File: src/rtl/clk_div_pkg.sv
// Shared defaults and helpers for the multi-channel clock divider.
package clk_div_pkg;

  localparam int          CNT_W_DEF       = 24;
  localparam int unsigned DEFAULT_DIV_DEF = 500_000;

  // Channel-select width; a single channel still gets a 1-bit select port.
  function automatic int ch_sel_w(input int n);
    return (n > 1) ? $clog2(n) : 1;
  endfunction

endpackage

File: src/rtl/clk_div_channel.sv
// One divider channel: pending/active divisor, up-counter, tick pulse and
// square-wave output, all registered on clk_i.
module clk_div_channel
  import clk_div_pkg::*;
#(
  parameter int               CNT_W   = CNT_W_DEF,
  parameter logic [CNT_W-1:0] RST_DIV = CNT_W'(DEFAULT_DIV_DEF)
) (
  input  logic             clk_i,
  input  logic             rst_ni,
  input  logic             en_i,
  input  logic             we_i,
  input  logic [CNT_W-1:0] div_i,
  input  logic             sync_i,
  output logic             tick_o,
  output logic             clk_out_o,
  output logic [CNT_W-1:0] div_o
);

  logic [CNT_W-1:0] p_q, p_d;
  logic [CNT_W-1:0] a_q, a_d;
  logic [CNT_W-1:0] c_q, c_d;
  logic [CNT_W-1:0] a_m1;
  logic             tick_q, tick_d;
  logic             clk_q, clk_d;

  assign a_m1 = a_q - CNT_W'(1);

  always_comb begin
    p_d    = we_i ? div_i : p_q;
    a_d    = a_q;
    c_d    = c_q;
    tick_d = 1'b0;
    clk_d  = clk_q;
    if (sync_i) begin
      c_d   = '0;
      clk_d = 1'b0;
      a_d   = p_q;
    end else if (!en_i || (a_q == '0)) begin
      // A stopped channel has no period to protect, so it follows P directly.
      c_d = '0;
      a_d = p_q;
    end else if (c_q == a_m1) begin
      c_d    = '0;
      tick_d = 1'b1;
      clk_d  = ~clk_q;
      a_d    = p_q;
    end else begin
      c_d = c_q + CNT_W'(1);
    end
  end

  always_ff @(posedge clk_i or negedge rst_ni) begin
    if (!rst_ni) begin
      p_q    <= RST_DIV;
      a_q    <= RST_DIV;
      c_q    <= '0;
      tick_q <= 1'b0;
      clk_q  <= 1'b0;
    end else begin
      p_q    <= p_d;
      a_q    <= a_d;
      c_q    <= c_d;
      tick_q <= tick_d;
      clk_q  <= clk_d;
    end
  end

  assign tick_o    = tick_q;
  assign clk_out_o = clk_q;
  assign div_o     = a_q;

endmodule

File: src/rtl/multi_clk_div.sv
// N_CH independent clock-enable dividers with per-channel divisor writes,
// a shared phase-align strobe and active-divisor read-back.
module multi_clk_div
  import clk_div_pkg::*;
#(
  parameter int          N_CH        = 4,
  parameter int          CNT_W       = CNT_W_DEF,
  parameter int unsigned DEFAULT_DIV = DEFAULT_DIV_DEF
) (
  input  logic                          clk_in,
  input  logic                          rst_n,
  input  logic [N_CH-1:0]               en,
  input  logic                          cfg_we,
  input  logic [ch_sel_w(N_CH)-1:0]     cfg_ch,
  input  logic [CNT_W-1:0]              cfg_div,
  input  logic                          sync,
  output logic [N_CH-1:0]               tick,
  output logic [N_CH-1:0]               clk_out,
  output logic [CNT_W-1:0]              div_rd
);

  localparam logic [CNT_W-1:0] RST_DIV = CNT_W'(DEFAULT_DIV);

  logic [CNT_W-1:0] div_act [N_CH];
  logic [N_CH-1:0]  we_ch;

  // Out-of-range selects match no channel, so such writes are dropped.
  always_comb begin
    we_ch = '0;
    for (int i = 0; i < N_CH; i++) begin
      if (cfg_we && (int'(cfg_ch) == i)) we_ch[i] = 1'b1;
    end
  end

  always_comb begin
    div_rd = '0;
    for (int i = 0; i < N_CH; i++) begin
      if (int'(cfg_ch) == i) div_rd = div_act[i];
    end
  end

  for (genvar g = 0; g < N_CH; g++) begin : g_ch
    clk_div_channel #(
      .CNT_W   (CNT_W),
      .RST_DIV (RST_DIV)
    ) u_ch (
      .clk_i     (clk_in),
      .rst_ni    (rst_n),
      .en_i      (en[g]),
      .we_i      (we_ch[g]),
      .div_i     (cfg_div),
      .sync_i    (sync),
      .tick_o    (tick[g]),
      .clk_out_o (clk_out[g]),
      .div_o     (div_act[g])
    );
  end

endmodule

File: config.mk
export PLATFORM = sky130hd
export DESIGN_NAME = multi_clk_div
export DESIGN_NICKNAME = d
export VERILOG_FILES = /design/src/rtl/clk_div_pkg.sv /design/src/rtl/clk_div_channel.sv /design/src/rtl/multi_clk_div.sv
export SDC_FILE = /design/constraint.sdc
export NUM_CORES = 1
export LEC_CHECK = 0
export ABC_AREA = 1
export CORE_ASPECT_RATIO = 1.75
export CORE_UTILIZATION = 35
export CTS_BUF_LIST = sky130_fd_sc_hd__clkbuf_4 sky130_fd_sc_hd__clkbuf_8
export DETAILED_ROUTE_END_ITERATION = 8
export PLACE_DENSITY = 0.58
export SYNTH_ARGS = -nofsm -noshare
export SYNTH_HDL_FRONTEND = slang
export SYNTH_SLANG_ARGS = --single-unit
File: constraint.sdc
create_clock -name clk_in -period 3.1 [get_ports clk_in]
set_clock_uncertainty 0.2 [all_clocks]
set_input_delay 0.465 -clock clk_in [delete_from_list [all_inputs] [get_ports clk_in]]
set_output_delay 0.465 -clock clk_in [all_outputs]
set_load 0.02 [all_outputs]
# Yosys cells after proc, flatten, opt, wreduce, memory -nomap -nowiden
# Index checks and enable logic that the tools add are counted.
# totals
regBits,296
inputBits,34
# op_classes
n_addsub,8
eq_ne,11
n_mux,56
bitwise,4
n_reduce_logical,29
# ops
op,count
$mux 24,28
$add 24x1->24 const B,4
$eq 24x24->1,4
$logic_not 24->1,4
$sub 24x1->24 const B,4
$mux 1,28
$reduce_bool 3->1,4
$ne 2x2->1 const B,4
$reduce_and 2->1,4
$reduce_bool 2->1,4
$eq 2x2->1 const B,2
$logic_and 1x1->1,4
$logic_not 1->1,4
$logic_or 1x1->1,4
$not 1->1,4
$eq 2x1->1 const B,1
$logic_not 2->1,1

# Depth between registers and ports, before layout
# depth
word_depth,5
mapped_depth,19
depth_no_buf,17

# By module
# Synthesis repeated with hierarchy kept, for this count alone.
# unflattened
hier_cells,2264
area_unflattened_um2,17812.1
# modules_own_cells
module,n_inst,cells_each,area_per_inst_um2
clk_div_channel at g_ch[0].u_ch ...,3,527,4259.1
clk_div_channel at g_ch[3].u_ch,1,537,4210.3
multi_clk_div,1,146,824.5

# Least setup slack after synthesis
# OpenSTA, ideal clock, no wires.
# synth_path
path_kind,register -> register
start,register g_ch[3].u_ch.a_q[0]
end,register g_ch[3].u_ch.c_q[0]
setup_time_ns,0.122
arrival_ns,2.127
required_ns,2.778
slack_ns,0.651
path_stages_with_launch,15
path_buffers,2
period_less_slack_ns,2.449
cell_sequence,dfrtp_1 inv_1 ha_1 nand2_2 nor2_4 xor2_1 nand4_1 nor2_1 nand2_1 nor2_2 nand4_4 nand2_2 buf_4 buf_6 nor2_1
# synth_via
elab_chain_len,5
# synth_rtl
element,line_no,source
from (decl),clk_div_channel.sv:21,"logic [CNT_W-1:0] a_q, a_d;"
from (signal assigned),clk_div_channel.sv:56,a_q <= RST_DIV;
from (signal assigned),clk_div_channel.sv:62,a_q <= a_d;
$sub 24x1->24,clk_div_channel.sv:27,assign a_m1 = a_q - CNT_W'(1);
$eq 24x24->1,clk_div_channel.sv:43,end else if (c_q == a_m1) begin
$mux 24,clk_div_channel.sv:43,
$mux 24 (*),clk_div_channel.sv:39,end else if (!en_i || (a_q == '0)) begin
$mux 24 (*),clk_div_channel.sv:35,if (sync_i) begin
named net g_ch[3].u_ch.c_d[0],clk_div_channel.sv:22,"logic [CNT_W-1:0] c_q, c_d;"
to (signal assigned),clk_div_channel.sv:57,c_q <= '0;
to (signal assigned),clk_div_channel.sv:63,c_q <= c_d;
to (decl),clk_div_channel.sv:22,
# The timed path passes the listed nets; every way through them passes the cells marked *.
# A chain may end at the register's enable or synchronous reset.

# Worst setup path in the final report
# layout_path
start,input cfg_ch[1]
end,output div_rd[7]
# layout_via
elab_chain_len,5
# layout_rtl
element,line_no,source
from (decl),multi_clk_div.sv:14,"input logic [ch_sel_w(N_CH)-1:0] cfg_ch,"
$logic_not 2->1,multi_clk_div.sv:38,if (int'(cfg_ch) == i) div_rd = div_act[i];
$mux 24 (3 in series),multi_clk_div.sv:38,
$mux 24 (*),multi_clk_div.sv:38,
to (decl),multi_clk_div.sv:19,output logic [CNT_W-1:0] div_rd
# Every way passes the cells marked *; elsewhere a longest branch is shown, timed or not.

==> qor.yml <==
detailed_routing:
  avgViaCountPerCell: 5.114
  drt-total-wl_um: 64370
  drc: 0
  vias: 16840
  routedWlPerCell_um: 19.55
  detail-route-antenna-nets: 0
  drt_first_pass_iters: 5
  drt_iter0_markers: 1093
clocking:
  cts_tree: "done"
  cts_buffers: 47
  root_buffer: "clkbuf_8"
  clk_path_buf_depth: 3
  htreeDepth: 2
  cts_sinks: 296
  clock_latency_ps: 630
  path_clk_slew_ps: 60
critical_path:
  end_kind: "output port"
  timing.rr.start: "g_ch[2].u_ch.div_o[1]"
  reg2reg_to: "g_ch[2].u_ch.c_q[19]"
  critPathMaxFanout: 10
  crit_type: "primary input to output port"
  required_ps: 2430
  timing.critical_path.arrival_ps: 2340
  critPathLaunchType: "primary input"
  regToRegSetupSlack_ps: 240
  reg2reg_depth: 13
global_routing:
  track_usage: 0.2488
  use_met2: 0.4549
  first_global_vias: 16870
  grt_max_degree: 62
  grt-busiest-layer: "met2"
  use_met3: 0.03318
  grt_pass1_wl_um: 98370
  met1_usage: 0.2587
  overflow: 0
  antenna_found_initial: 1
floorplan:
  io_pins: 66
  die_w_um: 173.4
  core_um2: 50600
  num_rows: 109
  die-area_um2: 52360
  start_util: 0.3556
  die_height_um: 301.9
run:
  drv_cap: 0
synthesis:
  ys.flop_type: "dfrtp_1"
  yosysWarnings: 0
  synth_area_leaders: "dfrtp_1, nand2_1, dfstp_2, nor2_1, nand3_1"
  synthesis.nets: 2538
  synth_cell_types: 45
  synth_top_area_frac: 0.3338
  ys_ff_latch: 296
  synth_area_leader_cell: "dfrtp_1"
  avgSynthCellArea_um2: 7.209
  synthArstFlopShare: 1.000
  ys_seq_area_frac: 0.4155
  synth_cells: 2496
  synthesis.area_um2: 17990
  synth-edff-count: 0
sta:
  fmax_mhz: 333.1
  layout_min_cycle_time_ps: 3003
  finalSetupViolCount: 0
  slew_headroom: 0.4104
  rsz0062_at_grt: "false"
  tightest_slew_ps: 876.3
  finalMaxSlewViolations: 0
  hold_viol_final: 0
  fin_crit_sh: 0.9686
layout:
  n_fill_cell: 5276
  nets: 2629
  drive_gt1_frac: 0.1108
  areaGrowthSynthToFinish_pct: 15.62
  finish.instance_area_um2: 20800
  fin_cells: 3293
status:
  status: "completed"
placed_design:
  routabilityCongestion: 0.9368
  placed_cells: 3203
  io_buffers: 65
  place_hpwl_um: 50390
  place_area_um2: 19660
min_path:
  worst_hold_path_type: "primary input to asynchronous set/reset pin"
power_and_ir_drop:
  leakage_nw: 9.961
  power_density_nw_per_um2: 573.3
  ir_drop_uv: 325.8
registers in the layout, summed over array words and instances (netlist names):
signal / cells
g_ch.u_ch.c_q: 96
g_ch.u_ch.clk_out_o: 4
g_ch.u_ch.div_o: 96
g_ch.u_ch.tick_o: 4
g_ch.u_ch.p_q: 96
repair_timing:
item / in CTS / in global routing
setup buffers: 0 / 0
endpoints found under the hold margin: 55 / 0
resized for setup: 7 / 21
pin swaps: 0 / 0
hold buffers: 1 / 0
setup endpoints to repair: 7 / 71
placed cells by master (no fill, tap or decap), types with 32 or more instances in the layout:
| master | n |
|---|---|
| buf_4 | 54 |
| xnor2_1 | 64 |
| nor2_1 | 304 |
| nand2_1 | 786 |
| nor2_2 | 36 |
| dfrtp_1 | 240 |
| clkbuf_8 | 64 |
| nand4_1 | 106 |
| inv_1 | 233 |
| nor3_1 | 32 |
| o21ai_0 | 128 |
| clkdlybuf4s50_1 | 41 |
| xor2_1 | 95 |
| nand3_1 | 177 |
| dfstp_2 | 56 |
per-stage QoR:
step / setup slack [ps] / power, W / utilization / hold WS [ps] / setup TNS [ps]
floorplan: 650.7 / 0.006777 / - / -30.59 / 0
global placement: -52.58 / 0.008093 / 0.3885 / 246.5 / -81.86
finish: 97.44 / 0.01193 / 0.4112 / 221.9 / 0
CTS: 6.532 / 0.01202 / 0.4101 / 221.9 / 0
detailed placement: -47.64 / 0.008124 / 0.3885 / 251.5 / -93.79
global route: 14.48 / 0.01259 / 0.4112 / 242.3 / 0
kinds of logic (layout without fill, tap and decap cells):
logic type,count (synthesis),count (layout),synth area share
buffers and inverters,336,466,0.07739
other,0,1,0
flip-flops,296,296,0.4155
AO/OA/AOI/OAI,185,185,0.05619
AND/OR/NAND/NOR,1512,1512,0.3679
XOR/XNOR,159,159,0.07739
adder cells (fa/ha/maj),8,8,0.005563
layout make-up:
cell class	instances	area, µm²	area share
Inverter	247	927.1	0.04457
Timing Repair Buffer	131	1334	0.06411
Tap cell	666	833.3	0.04006
Clock buffer	75	963.4	0.04631
Multi-Input combinational cell	1864	9136	0.4392
Antenna cell	1	2.502	0.0001203
Sequential cell	296	7477	0.3594
Clock inverter	13	130.1	0.006255
how the worst max path moves through the flow:
stage	startpoint	to	slack (ps)
floorplan	g_ch[3].u_ch.div_o[0]	g_ch[3].u_ch.c_q[0]	650
global placement	cfg_ch[1]	div_rd[5]	-50
detailed placement	cfg_ch[0]	div_rd[5]	-50
CTS	cfg_ch[1]	div_rd[4]	7
global route	g_ch[3].u_ch.div_o[8]	g_ch[3].u_ch.tick_o	10
finish	cfg_ch[1]	div_rd[7]	100
where the power goes:
group / total [W] / internal [W] / leakage (nW) / switching, W
clock: 0.00386 / 0.00215 / 0.572 / 0.00171
combinational: 0.00306 / 0.00107 / 5.65 / 0.00200
sequential: 0.00501 / 0.00438 / 3.74 / 0.000629
total: 0.0119 / 0.00759 / 9.96 / 0.00433
synth_stat cells, types with 7 or more instances:
cell type  number
clkbuf_1       53
nor2_2         36
a21oi_1        16
nor3_1         32
xnor2_1        64
buf_2           9
o21ai_0       128
o21ai_1         8
buf_4          13
nand4_1       106
o2111ai_1       9
dfrtp_1       240
dfstp_2        56
nor2_4          7
nand2_1       787
nand3_1       177
o22ai_1        10
ha_1            8
inv_1         235
o21bai_1        7
buf_6           8
inv_2           8
nand3b_1       23
nand2_2         7
nor2_1        305
xor2_1         95
per-layer routing:
layer  wire length [µm]  vias to the layer above
li1                   -                     8149
met5                  0                        -
met1              23730                     8030
met3               2610                      194
met4               5253                        0
met2              32780                      466
worst max-delay path, stage by stage:
cell             delay [ps]
clkdlybuf4s50_1         480
inv_1                   130
nand2_2                 110
inv_1                   120
buf_4                   190
nand2_1                  60
o2111ai_1               110
clkdlybuf4s50_1         660
No activity file was read; power rests on OpenSTA's default activity.
